### src/rtl/clkdiv_pkg.sv
// Shared constants and helpers for the multi-channel clock divider.
package clkdiv_pkg;
    localparam int          CNT_W_DEF       = 32;
    localparam logic [31:0] DEFAULT_DIV_DEF = 32'hC350;
    localparam int          MAX_CH          = 16;

    // Channel-select width; a single-channel build still needs a 1-bit select.
    function automatic int ch_idx_w(input int n);
        return (n > 1) ? $clog2(n) : 1;
    endfunction
endpackage

### src/rtl/clock_divider_mc_ch.sv
// One divider channel: counter, active/pending divisor, 50% toggle and Tick strobe.
module clock_divider_ch
    import clkdiv_pkg::*;
#(
    parameter int               CNT_W       = CNT_W_DEF,
    parameter logic [CNT_W-1:0] DEFAULT_DIV = CNT_W'(DEFAULT_DIV_DEF)
) (
    input  logic             Clock,
    input  logic             Reset,
    input  logic             load_i,
    input  logic [CNT_W-1:0] wr_data_i,
    input  logic             sync_i,
    output logic             div_clk_o,
    output logic             tick_o
);
    logic [CNT_W-1:0] active_q, active_d;
    logic [CNT_W-1:0] pending_q, pending_d;
    logic [CNT_W-1:0] count_q, count_d;
    logic [CNT_W-1:0] next_div;
    logic             div_q, div_d;
    logic             tick_q, tick_d;

    always_comb begin
        active_d  = active_q;
        pending_d = pending_q;
        count_d   = count_q;
        div_d     = div_q;
        tick_d    = 1'b0;
        next_div  = pending_q;
        if (active_q == '0) begin
            // Disabled channel: a write starts it straight away from a clean phase.
            if (load_i) begin
                active_d  = wr_data_i;
                pending_d = wr_data_i;
            end
            count_d = '0;
            div_d   = 1'b0;
        end else if (sync_i) begin
            if (load_i)
                pending_d = wr_data_i;
            active_d = pending_q;
            count_d  = '0;
            div_d    = 1'b0;
        end else begin
            if (load_i)
                pending_d = wr_data_i;
            if (count_q == active_q) begin
                // A write landing on the wrap cycle supersedes the older pending value.
                next_div = load_i ? wr_data_i : pending_q;
                active_d = next_div;
                count_d  = '0;
                if (next_div == '0) begin
                    div_d = 1'b0;
                end else begin
                    div_d  = ~div_q;
                    tick_d = 1'b1;
                end
            end else begin
                count_d = count_q + CNT_W'(1);
            end
        end
    end

    always_ff @(posedge Clock or posedge Reset) begin
        if (Reset) begin
            active_q  <= DEFAULT_DIV;
            pending_q <= DEFAULT_DIV;
            count_q   <= '0;
            div_q     <= 1'b0;
            tick_q    <= 1'b0;
        end else begin
            active_q  <= active_d;
            pending_q <= pending_d;
            count_q   <= count_d;
            div_q     <= div_d;
            tick_q    <= tick_d;
        end
    end

    assign div_clk_o = div_q;
    assign tick_o    = tick_q;
endmodule

### src/rtl/clock_divider_mc.sv
// Multi-channel programmable clock divider with per-channel runtime divisors.
// Define CLKDIV_PHASE_SYNC_EN to add the Sync input that realigns all enabled channels.
module clock_divider_mc
    import clkdiv_pkg::*;
#(
    parameter int               NUM_CH      = 4,
    parameter int               CNT_W       = CNT_W_DEF,
    parameter logic [CNT_W-1:0] DEFAULT_DIV = CNT_W'(DEFAULT_DIV_DEF)
) (
    input  logic                          Clock,
    input  logic                          Reset,
    input  logic                          WrEn,
    input  logic [ch_idx_w(NUM_CH)-1:0]   WrCh,
    input  logic [CNT_W-1:0]              WrData,
    output logic [NUM_CH-1:0]             DividedClock,
    output logic [NUM_CH-1:0]             Tick
`ifdef CLKDIV_PHASE_SYNC_EN
    ,
    input  logic                          Sync
`endif
);
    localparam int CH_W = ch_idx_w(NUM_CH);

    logic sync_w;
`ifdef CLKDIV_PHASE_SYNC_EN
    assign sync_w = Sync;
`else
    assign sync_w = 1'b0;
`endif

    // Out-of-range WrCh matches no instance, so such writes are dropped.
    generate
        for (genvar gi = 0; gi < NUM_CH; gi++) begin : g_ch
            logic load_w;
            assign load_w = WrEn && (WrCh == CH_W'(gi));

            clock_divider_ch #(
                .CNT_W       (CNT_W),
                .DEFAULT_DIV (DEFAULT_DIV)
            ) u_ch (
                .Clock     (Clock),
                .Reset     (Reset),
                .load_i    (load_w),
                .wr_data_i (WrData),
                .sync_i    (sync_w),
                .div_clk_o (DividedClock[gi]),
                .tick_o    (Tick[gi])
            );
        end
    endgenerate
endmodule
### config.mk
export PLATFORM = sky130hd
export DESIGN_NAME = clock_divider_mc
export DESIGN_NICKNAME = d
export VERILOG_FILES = /design/src/rtl/clkdiv_pkg.sv /design/src/rtl/clock_divider_mc_ch.sv /design/src/rtl/clock_divider_mc.sv
export SDC_FILE = /design/constraint.sdc
export NUM_CORES = 1
export LEC_CHECK = 0
export CAP_MARGIN = 5
export CORE_ASPECT_RATIO = 1.5
export CORE_MARGIN = 2
export CORE_UTILIZATION = 42
export CTS_CLUSTER_DIAMETER = 80
export DETAILED_ROUTE_END_ITERATION = 12
export SLEW_MARGIN = 40
export SYNTH_ARGS = -nofsm -noshare
export SYNTH_HDL_FRONTEND = slang
export SYNTH_SLANG_ARGS = --single-unit
export TNS_END_PERCENT = 10
### constraint.sdc
create_clock -name Clock -period 23.6 [get_ports Clock]
set_input_delay 7.08 -clock Clock [delete_from_list [all_inputs] [get_ports Clock]]
set_output_delay 7.08 -clock Clock [all_outputs]
set_load 0.01 [all_outputs]
; ---- Yosys cells after proc, flatten, opt, wreduce, memory -nomap -nowiden
; Cells that the tools add are included.
; W data, S select, Z words.
[op_classes]
shift = 0
n_reduce_logical = 21
multipliers = 0
magnitude_cmp = 0
eq_ne = 11
addsub = 4
n_mux = 48
bitwise_logic = 4
div_mod_pow = 0
[op_table]
columns = cell, n
row1 = $mux W32, 24
row2 = $logic_not A32 Y1, 8
row3 = $add A32 B1 Y32 const B, 4
row4 = $eq A32 B32 Y1, 4
row5 = $mux W1, 24
row6 = $reduce_and A2 Y1, 4
row7 = $reduce_bool A2 Y1, 4
row8 = $ne A2 B2 Y1 const B, 3
row9 = $eq A2 B2 Y1 const B, 2
row10 = $logic_and A1 B1 Y1, 4
row11 = $not A1 Y1, 4
row12 = $eq A2 B1 Y1 const B, 1
row13 = $logic_not A2 Y1, 1
row14 = $ne A2 B1 Y1 const B, 1
[totals]
mem_count = 0
rom_bits = 0
latchBits = 0
wordCells = 108
mem_bits_rw = 0
register_bits = 392
input_bits = 37
output_inout_bits = 8

; ---- Longest topological paths before layout
; Gate-level depths: netlist of the first run.
[depth]
word_depth = 7
mapped_depth = 9
ltp_nobuf = 7

; ---- By module
; Synthesis of the first run repeated with hierarchy kept, for this count alone.
[hier_totals]
cells_unflattened = 1861
hier_area_um2 = 21692.1
[by_module_without_submodules]
columns = module, cells_each, n_inst, seq_area_each_um2, area_per_inst_um2
row1 = clock_divider_ch (g_ch[2].u_ch ...), 469, 2, 2467.4, 5451.5
row2 = clock_divider_ch (g_ch[0].u_ch ...), 459, 2, 2467.4, 5373.9
row3 = clock_divider_mc, 5, 1, 0.0, 41.3

; ---- Least setup slack after synthesis of the first run
; Ideal clock, no wire load.
[synth_timing]
kind = input-to-reg
startpoint = in WrEn
endpoint = reg g_ch[3].u_ch.pending_q[0]
arrival_ns = 8.375
setup_ns = 0.125
path_buffers = 3
t_required_ns = 23.475
stages = 5
path_slack_ns = 15.100
cell_sequence = and3_1 > clkbuf_1 > clkbuf_1 > clkbuf_1 > mux2_2
[synth_between]
elab_chain_cells = 2
[synth_rtl]
columns = element, line
row1 = "start, declared", clock_divider_mc.sv:12  ; input logic WrEn,
row2 = $logic_and A1 B1 Y1, clock_divider_mc.sv:35  ; assign load_w = WrEn && (WrCh == CH_W'(gi));
row3 = $mux W32, -
row4 = net g_ch[3].u_ch.pending_d[0], clock_divider_mc_ch.sv:17  ; logic [CNT_W-1:0] pending_q, pending_d;
row5 = "end signal, assigned", clock_divider_mc_ch.sv:73  ; pending_q <= pending_d;
row6 = "end, declared", clock_divider_mc_ch.sv:17
; The timed path passes the listed nets, and every way through them passes these cells.
; A chain may end at the register's enable or synchronous reset.

; ---- Worst setup path after layout of the first run
[layout_timing]
startpoint = in WrCh[1]
endpoint = reg g_ch[3].u_ch.active_q[26]
[layout_between]
elab_chain_cells = 5
word_cells_on_any_way = 7
cone_classes = eq/ne (2) / mux (3) / reduce/logical (2)
[layout_rtl]
columns = element, line
row1 = "start, declared", clock_divider_mc.sv:13  ; input logic [ch_idx_w(NUM_CH)-1:0] WrCh,
row2 = $eq A2 B2 Y1 (*), clock_divider_mc.sv:35
row3 = $logic_and A1 B1 Y1 (*), clock_divider_mc.sv:35
row4 = $mux W32, -
row5 = $mux W32, clock_divider_mc_ch.sv:47  ; if (count_q == active_q) begin
row6 = $mux W32, clock_divider_mc_ch.sv:30  ; if (active_q == '0) begin
row7 = "end signal, assigned", clock_divider_mc_ch.sv:72  ; active_q <= active_d;
row8 = "end, declared", clock_divider_mc_ch.sv:16  ; logic [CNT_W-1:0] active_q, active_d;
; Every way passes the cells marked *; elsewhere a longest branch is shown, timed or not. The select of a mux whose other input is x is not followed.

==> reports/metrics.yaml, run 1 <==
worstHoldPathType: "reg2reg"
end_kind: "register"
syn_to_final_growth_pct: 12.7
seqPwrFrac_pct: 48.7
die_area_sq_mm: 0.0467
skew_ns: 0.0176
first_pass_iters: 5
startpoint_type: "input port"
cts_setup_buffers: 0
timing.hold.ws_ns: 0.472
post-route-drc-count: 0
drv_slew: 0
p_per_area_mw_per_mm2: 85.4
p_sw_share_pct: 28.4
wl_um: 51500
worstPathRequired_ns: 24.03
fin_tns_setup_ns: 0
layout_common_cells: "dfrtp_1, nand2_1, nor2_1"
ios: 45
drv_cap: 0
syn_area_sq_mm: 0.0189
synth_edf_count: 0
slowest_stage: "buf_4"
internal-power_mw: 1.30
fmax_mhz: 109
peakVddDrop_uv: 45.3
cts-resized-gates: 0
cts_tree: "built"
htree_levels: 2
grt_pass1_wl_um: 82300
drt_iter0_drc: 1076
hpwl_um: 36300
rows: 95
p_sw_mw: 0.517
rsz0062_at_grt: "false"
drtAntennaViolNets: 0
finalHoldViolations: 0
clkTransAtPathRegs_ns: 0.06
placed_cell_area_sq_mm: 0.0199
antennaDiodeCount: 0
synth_area_leader_cell: "dfrtp_1"
num-nets-final: 1957
initial_core_util_pct: 42.4
worstMarginPinSlew_ns: 0.741
overflow: 0
period_share_pct: 38.8
die_w_um: 177
yosys.area.top_type_share_pct: 45.6
synth_nets: 1942
synth.distinct_cells: 47
num_vias: 14200
grtUsageTotal_pct: 22.4
synth.area.top_cells: "dfrtp_1, xor2_1, dfstp_2"
cts_buffers: 39
grt_pass1_vias: 14400
relSlewSlack_pct: 50.6
ctsHoldBuffers: 0
core_sq_mm: 0.0446
cts_buffer_depth: 3
status: "finished clean"
postSynthAreaPerCell_sq_um: 9.93
p_comb_share_pct: 15.3
avgViaCountPerCell: 5.60
worstPathMaxFanout: 68
crit_chain: "clkdlybuf4s50_1 -> and3_2 -> buf_4 -> nand2_2 -> o221a_2"
fin_area_sq_mm: 0.0213
wl_per_cell_um: 20.4
portBuffers: 44
grt_start_max_net_pins: 156
ys_seq_elements: 392
clkPwrFrac_pct: 36.0
final.min_clock_period_ns: 9.16
finalSetupViolCount: 0
final_common_cell: "dfrtp_1"
fill_cells: 4185
cts_root_buf: "clkbuf_16"
path_class: "in2reg"
synthFlopType: "dfrtp_1"
worstPathArrival_ns: 9.58
clkLatencyLatePin_ns: 0.55
synth-async-reset-ratio_pct: 100
fp.dieH_um: 264
syn-instance-count: 1901
crit_path_max_incr_delay_ns: 0.59
yosysWarnings: 0
leakage_nw: 9.66
cts_sinks: 392
synth-seq-area-share_pct: 52.3
place_congestion: 0.875
layout-drive-gt1-share_pct: 11.8
total_power_mw: 1.82
antenna_found_initial: 0
-- synth_stat cells (all sizes together), types with 3 or more instances --
cell type  instances
dfrtp            344
nand2            329
nor2             222
xor2             191
nor4             111
o21ai            100
clkbuf            71
mux2i             62
xnor2             55
nand3             54
nand4             49
dfstp             48
a22oi             32
mux2              32
o221a             32
or4               32
buf               27
and4              18
and3              17
and2              13
inv               12
nor3              12
or2                9
ha                 4
a21oi              3
nor2b              3
o31ai              3
or3                3
or3b               3
-- final cells by class --
class | instances | area, sq um | share of cell area, %
clock buffers | 59 | 1150 | 5.41
repair buffers | 72 | 699 | 3.29
well taps | 582 | 728 | 3.42
multi-input cells | 1399 | 8590 | 40.4
clock inverters | 12 | 185 | 0.870
flip-flops and latches | 392 | 9870 | 46.4
inverters | 12 | 57.6 | 0.270
-- through the flow --
stage	worst slack [ns]	utilization, %	instances
after detailed placement	13.97	44.7	2456
after global placement	13.62	44.6	2455
after global routing	14.30	47.8	2528
final	14.44	47.8	2528
after floorplan	5.70	-	1901
after CTS	14.53	47.7	2527
-- per-layer routing --
| metal | vias up | share of wire [%] | GRT usage, % |
|---|---|---|---|
| met3 | 99 | 3.2 | 2.33 |
| met2 | 288 | 52 | 39.3 |
| met5 | - | 0 | 0 |
| li1 | 6635 | - | - |
| met4 | 0 | 3.9 | 8.80 |
| met1 | 7129 | 41 | 28.1 |
-- path summary, 6_finish.rpt --
check                      cells after the start                   endpoint  slack (ns)                       from
min reg2reg                                    2  g_ch[0].u_ch.pending_q[8]        0.47  g_ch[0].u_ch.pending_q[8]
max                                            5  g_ch[3].u_ch.active_q[26]       14.44                    WrCh[1]
min                                            2  g_ch[0].u_ch.pending_q[8]        0.47  g_ch[0].u_ch.pending_q[8]
max reg2reg                                    7   g_ch[1].u_ch.count_q[18]       20.75    g_ch[1].u_ch.count_q[3]
max in group asynchronous                      4  g_ch[2].u_ch.active_q[19]       15.29                      Reset
min in group asynchronous                      2   g_ch[3].u_ch.count_q[13]        7.03                      Reset
-- worst max-delay path: cells and delay by family --
kind	cells	cell delay, ns
buffers and inverters	2	1.17
AND/OR/NAND/NOR	2	0.86
AO/OA/AOI/OAI	1	0.41
-- flip-flops by register name, summed over array words and instances (netlist names) --
name / flops
g_ch.u_ch.active_q: 128
g_ch.u_ch.count_q: 128
g_ch.u_ch.pending_q: 128
g_ch.u_ch.div_clk_o: 4
g_ch.u_ch.tick_o: 4
-- power groups by stage --
stage	Sequential (mW)	Combinational, mW	Clock [mW]
3_3_place_gp	0.894	0.273	0
5_1_grt	0.898	0.312	0.695
4_1_cts	0.884	0.282	0.668
6_report	0.884	0.279	0.654
3_5_place_dp	0.896	0.280	0
2_1_floorplan	0.858	0.212	0
-- cell families after synthesis --
kind of cell,Yosys count,share of synthesized area (%)
muxes,94,5.19
buffers and inverters,110,2.50
and+or+nand+nor,877,22.0
AOI/OAI and AO/OA,178,6.40
xor gates and xnor gates,246,11.4
adders and majority gates,4,0.265
DFF,392,52.3
Note: power is estimated with default switching activity, not from simulation.
==> inputs of run 2 (changes only) <==
==> constraint.sdc (replaced) <==
create_clock -name Clock -period 7.5 [get_ports Clock]
set_input_delay 2.25 -clock Clock [delete_from_list [all_inputs] [get_ports Clock]]
set_output_delay 2.25 -clock Clock [all_outputs]
set_load 0.01 [all_outputs]
==> run 2 against run 1 <==
Global-route usage increased by 0.72 points. Core utilization decreased by 0.26 points. Sequential share of layout area increased by 0.26 points. Clock power increased to 3.0 times the previous value. Final cell count about the same. Flip-flop and latch count unchanged. Combinational power increased to 3.2 times the previous value. Die area unchanged. Highest routed layer unchanged. Critical path depth increased by 2. Via count about the same. Sequential power increased to 3.2 times the previous value. Non-clock buffer count decreased by 1.
==> reports/metrics.yaml, run 2 (synthesized netlist as in run 1, its figures left out) <==
slowest_stage: "clkdlybuf4s50_1"
syn_to_final_growth_pct: 12.1
grtUsageTotal_pct: 23.1
seqPwrFrac_pct: 49.8
avgViaCountPerCell: 5.60
finalHoldViolations: 0
drv_slew: 0
finalSetupViolCount: 0
overflow: 0
wl_um: 52900
cts-resized-gates: 0
hpwl_um: 38000
drv_cap: 0
fp.dieH_um: 264
drt_iter0_drc: 1084
grt_pass1_wl_um: 84500
portBuffers: 44
wl_per_cell_um: 20.9
final.min_clock_period_ns: 4.31
holdPathStages: 2
drtAntennaViolNets: 0
rows: 95
startpoint_type: "input port"
path_class: "in2reg"
rsz0062_at_grt: "false"
worstPathRequired_ns: 7.91
p_sw_share_pct: 29.5
layout-drive-gt1-share_pct: 11.6
ctsHoldBuffers: 0
ios: 45
worstHoldStart: "g_ch[0].u_ch.pending_q[6]"
end_kind: "register"
num-nets-final: 1955
post-route-drc-count: 0
cts_buffer_depth: 3
reg2reg_to: "g_ch[3].u_ch.active_q[5]"
worstPathMaxFanout: 6
reg2reg_depth: 7
leakage_nw: 9.60
clkTransAtPathRegs_ns: 0.07
skew_ns: 0.0270
first_pass_iters: 5
p_per_area_mw_per_mm2: 265
peakVddDrop_uv: 146
num_vias: 14100
core_sq_mm: 0.0446
cts_setup_buffers: 0
period_share_pct: 57.5
crit_path_max_incr_delay_ns: 0.67
die_w_um: 177
cp_top_family: "simple AND/OR/NAND/NOR gates"
worstPathArrival_ns: 4.72
relSlewSlack_pct: 44.5
crit_chain: "clkdlybuf4s50_1 -> nor4_1 -> nand4_1 -> nor2_1 -> nand2_1 -> o311ai_0 -> o31ai_1"
cts_tree: "built"
fmax_mhz: 232
clkLatencyLatePin_ns: 0.56
htree_levels: 2
cts_buffers: 38
cp-startpoint: "WrData[30]"
die_area_sq_mm: 0.0467
cts_sinks: 392
grt_start_max_net_pins: 131
r2r-start: "g_ch[3].u_ch.active_q[1]"
antenna_found_initial: 0
status: "finished clean"
whs_endpoint: "g_ch[0].u_ch.pending_q[6]"
p_comb_share_pct: 15.7
antennaDiodeCount: 0
clkPwrFrac_pct: 34.4
internal-power_mw: 3.95
place_congestion: 0.897
cts_root_buf: "clkbuf_16"
p_sw_mw: 1.65
final_common_cell: "dfrtp_1"
fin_tns_setup_ns: 0
total_power_mw: 5.61
worstMarginPinSlew_ns: 0.832
layout_common_cells: "dfrtp_1, nand2_1, nor2_1"
grt_pass1_vias: 14500
top_regs: "g_ch.u_ch.active_q (128), g_ch.u_ch.count_q (128), g_ch.u_ch.pending_q (128)"
initial_core_util_pct: 42.4
r2r_slack_ns: 4.55
worstHoldPathType: "reg2reg"
cp_num_buf_inv: 1
## run 2: routing by layer
layer / vias up / GRT usage [%] / share of wire [%]
met5: - / 0 / 0
met4: 0 / 12.6 / 6.1
met3: 121 / 2.14 / 3.0
met2: 310 / 40.2 / 51
met1: 7089 / 28.0 / 40
li1: 6619 / - / -
## run 2: through the flow
step | setup slack [ns] | hold slack [ns] | instance area, sq um | cells | util (%)
finish | 3.19 | 0.466 | 21200 | 2526 | 47.5
global route | 3.12 | 0.493 | 21200 | 2526 | 47.5
CTS | 3.15 | 0.467 | 21200 | 2526 | 47.5
detailed placement | 2.59 | 0.457 | 19900 | 2456 | 44.7
global placement | 2.57 | 0.454 | 19900 | 2454 | 44.6
floorplan | 0.0153 | 0.446 | 18900 | 1901 | -
## run 2: how the worst max path moves through the flow
stage,to,slack (ns),cells after the start
final,g_ch[1].u_ch.div_clk_o,3.19,7
after global routing,g_ch[1].u_ch.div_clk_o,3.12,7
after CTS,g_ch[1].u_ch.div_clk_o,3.15,7
after detailed placement,g_ch[2].u_ch.div_clk_o,2.59,7
after global placement,g_ch[1].u_ch.div_clk_o,2.57,7
after floorplan,g_ch[0].u_ch.active_q[0],0.02,1
## run 2: layout make-up
class                           instances  area, sq um
Clock inverter                         15          155
Clock buffer                           55         1070
Multi-Input combinational cell       1399         8590
Fill cell                            4144        23400
Inverter                               12         48.8
Tap cell                              582          728
Timing Repair Buffer                   71          712
Sequential cell                       392         9870
## run 2: power groups by stage
stage / combinational (mW) / clock [mW] / sequential (mW)
2_1_floorplan: 0.667 / 0 / 2.70
3_3_place_gp: 0.860 / 0 / 2.82
3_5_place_dp: 0.887 / 0 / 2.83
4_1_cts: 0.890 / 1.96 / 2.79
5_1_grt: 0.985 / 2.04 / 2.84
6_report: 0.883 / 1.93 / 2.79
## run 2: tightest hold or removal path, cell delays in order (launching register included)
cell	delay, ns
dfstp_2	0.38
nand2_1	0.05
nand2_1	0.04
==> inputs of run 3 (changes only) <==
==> constraint.sdc (replaced) <==
create_clock -name Clock -period 3.8 [get_ports Clock]
set_input_delay 1.14 -clock Clock [delete_from_list [all_inputs] [get_ports Clock]]
set_output_delay 1.14 -clock Clock [all_outputs]
set_load 0.01 [all_outputs]
==> run 3 against run 2 <==
Global-route usage about the same. Clock skew shrank 0.0071 ns. Wire length fell by 0.17%. Largest power group unchanged. Critical path depth up 2. Die area is the same. Final cell count increased by 1.9%. Core utilization increased by 1.1 points. Clock power is 110% higher. Cell area up 2.3%.
==> reports/metrics.yaml, run 3 (synthesized netlist as in run 1, its figures left out) <==
antenna_found_initial: 0
worstMarginPinSlew_ns: 0.817
layout-drive-gt1-share_pct: 13.9
reg2reg_depth: 7
ctsHoldBuffers: 0
worst_path_most_repeated_cell: "buf_4"
peakVddDrop_uv: 298
antennaDiodeCount: 0
holdPathStages: 2
first_pass_iters: 5
core_sq_mm: 0.0446
timing.hold.ws_ns: 0.465
fmax_mhz: 339
fin_cells: 2573
worstPathArrival_ns: 3.36
p_per_area_mw_per_mm2: 522
total_power_mw: 11.3
htree_levels: 2
num_vias: 14300
ios: 45
syn_to_final_growth_pct: 14.6
grt_start_max_net_pins: 69
status: "finished clean"
timing.final.ws_setup_ns: 0.849
finalHoldViolations: 0
slowest_stage: "clkdlybuf4s50_1"
grt_pass1_wl_um: 84200
rsz0062_at_grt: "false"
clkTransAtPathRegs_ns: 0.07
worstPathMaxFanout: 3
pre_cts_slack_ns: 0.254
drt_iter0_drc: 775
skew_ns: 0.0199
cts_setup_buffers: 0
top_regs: "g_ch.u_ch.active_q (128), g_ch.u_ch.count_q (128), g_ch.u_ch.pending_q (128)"
drtAntennaViolNets: 0
cts_buffers: 39
hpwl_um: 37900
finalSetupViolCount: 0
grtUsageTotal_pct: 23.1
rows: 95
die_area_sq_mm: 0.0467
r2r_slack_ns: 1.08
avgViaCountPerCell: 5.55
leakage_nw: 9.90
place_inst: 2501
cts_tree: "built"
cts-resized-gates: 0
cts_buffer_depth: 3
worstPathRequired_ns: 4.21
wl_um: 52800
final.min_clock_period_ns: 2.95
final_common_cell: "dfrtp_1"
place_congestion: 0.897
crit_path_max_incr_delay_ns: 0.61
clkLatencyLatePin_ns: 0.55
fin_util_pct: 48.6
layout_common_cells: "dfrtp_1, nand2_1, nor2_1"
initial_core_util_pct: 42.4
worstHoldPathType: "reg2reg"
portBuffers: 44
end_kind: "register"
die_w_um: 177
grt_pass1_vias: 14500
num-nets-final: 2002
path_class: "in2reg"
cts_sinks: 392
relSlewSlack_pct: 45.1
fp.dieH_um: 264
drv_slew: 0
fin_tns_setup_ns: 0
placed_cell_area_sq_mm: 0.0203
overflow: 0
fin_area_sq_mm: 0.0216
drv_cap: 0
crit_chain: "clkdlybuf4s50_1 -> nor4_1 -> buf_4 -> nand4_1 -> nor2_1 -> buf_4 -> nand2_1 -> o311ai_0 -> o31ai_1"
wl_per_cell_um: 20.5
startpoint_type: "input port"
period_share_pct: 77.6
cts_root_buf: "clkbuf_16"
post-route-drc-count: 0
==> run 3: changes by cell type in the layout (fill, tap and decap cells not counted), moves of 2 or more <==
cell	change
clkbuf_16	+2
clkinv_2	+4
buf_16	-2
clkbuf_1	-6
bufinv_16	+2
buf_4	+43
clkbuf_8	+3
clkinvlp_4	-2
clkinv_8	-2
buf_12	+6
==> run 3: path summary, 6_finish.rpt <==
| check | to | start |
|---|---|---|
| max | g_ch[2].u_ch.div_clk_o | WrData[30] |
| min | g_ch[0].u_ch.pending_q[14] | g_ch[0].u_ch.pending_q[14] |
| max reg2reg | g_ch[0].u_ch.count_q[1] | g_ch[0].u_ch.count_q[7] |
| min reg2reg | g_ch[0].u_ch.pending_q[14] | g_ch[0].u_ch.pending_q[14] |
| max in group asynchronous | g_ch[2].u_ch.pending_q[4] | Reset |
| min in group asynchronous | g_ch[0].u_ch.active_q[2] | Reset |
==> run 3: cell type report <==
cell class	count	area, sq um
fill	4032	22900
sequential	392	9870
multi-input combinational	1399	8590
clock buffer	54	1130
timing repair buffer	117	1090
tap	582	728
clock inverter	17	188
inverter	12	48.8
==> run 3: per-layer routing <==
layer  up-vias  wire [um]  GRT usage [%]  share of wire [%]
li1       6736          -              -                  -
met1      7123      21200           28.4                 40
met2       302      26000           38.7                 49
met3       119       1920           2.68                3.6
met4         0       3630           14.1                6.9
met5         -          0              0                  0
==> run 3: worst max-delay path, delay by kind of cell <==
| family | cells | cell delay, ns |
|---|---|---|
| and+or+nand+nor | 4 | 0.95 |
| AOI/OAI and AO/OA | 2 | 0.26 |
| buffers and inverters | 3 | 1.00 |
==> run 3: power by group <==
group	total (mW)	leakage, nW	switching [mW]	internal, mW
logic	1.79	4.23	0.914	0.873
clock network	4.04	0.660	1.67	2.36
registers	5.48	5.01	0.635	4.85
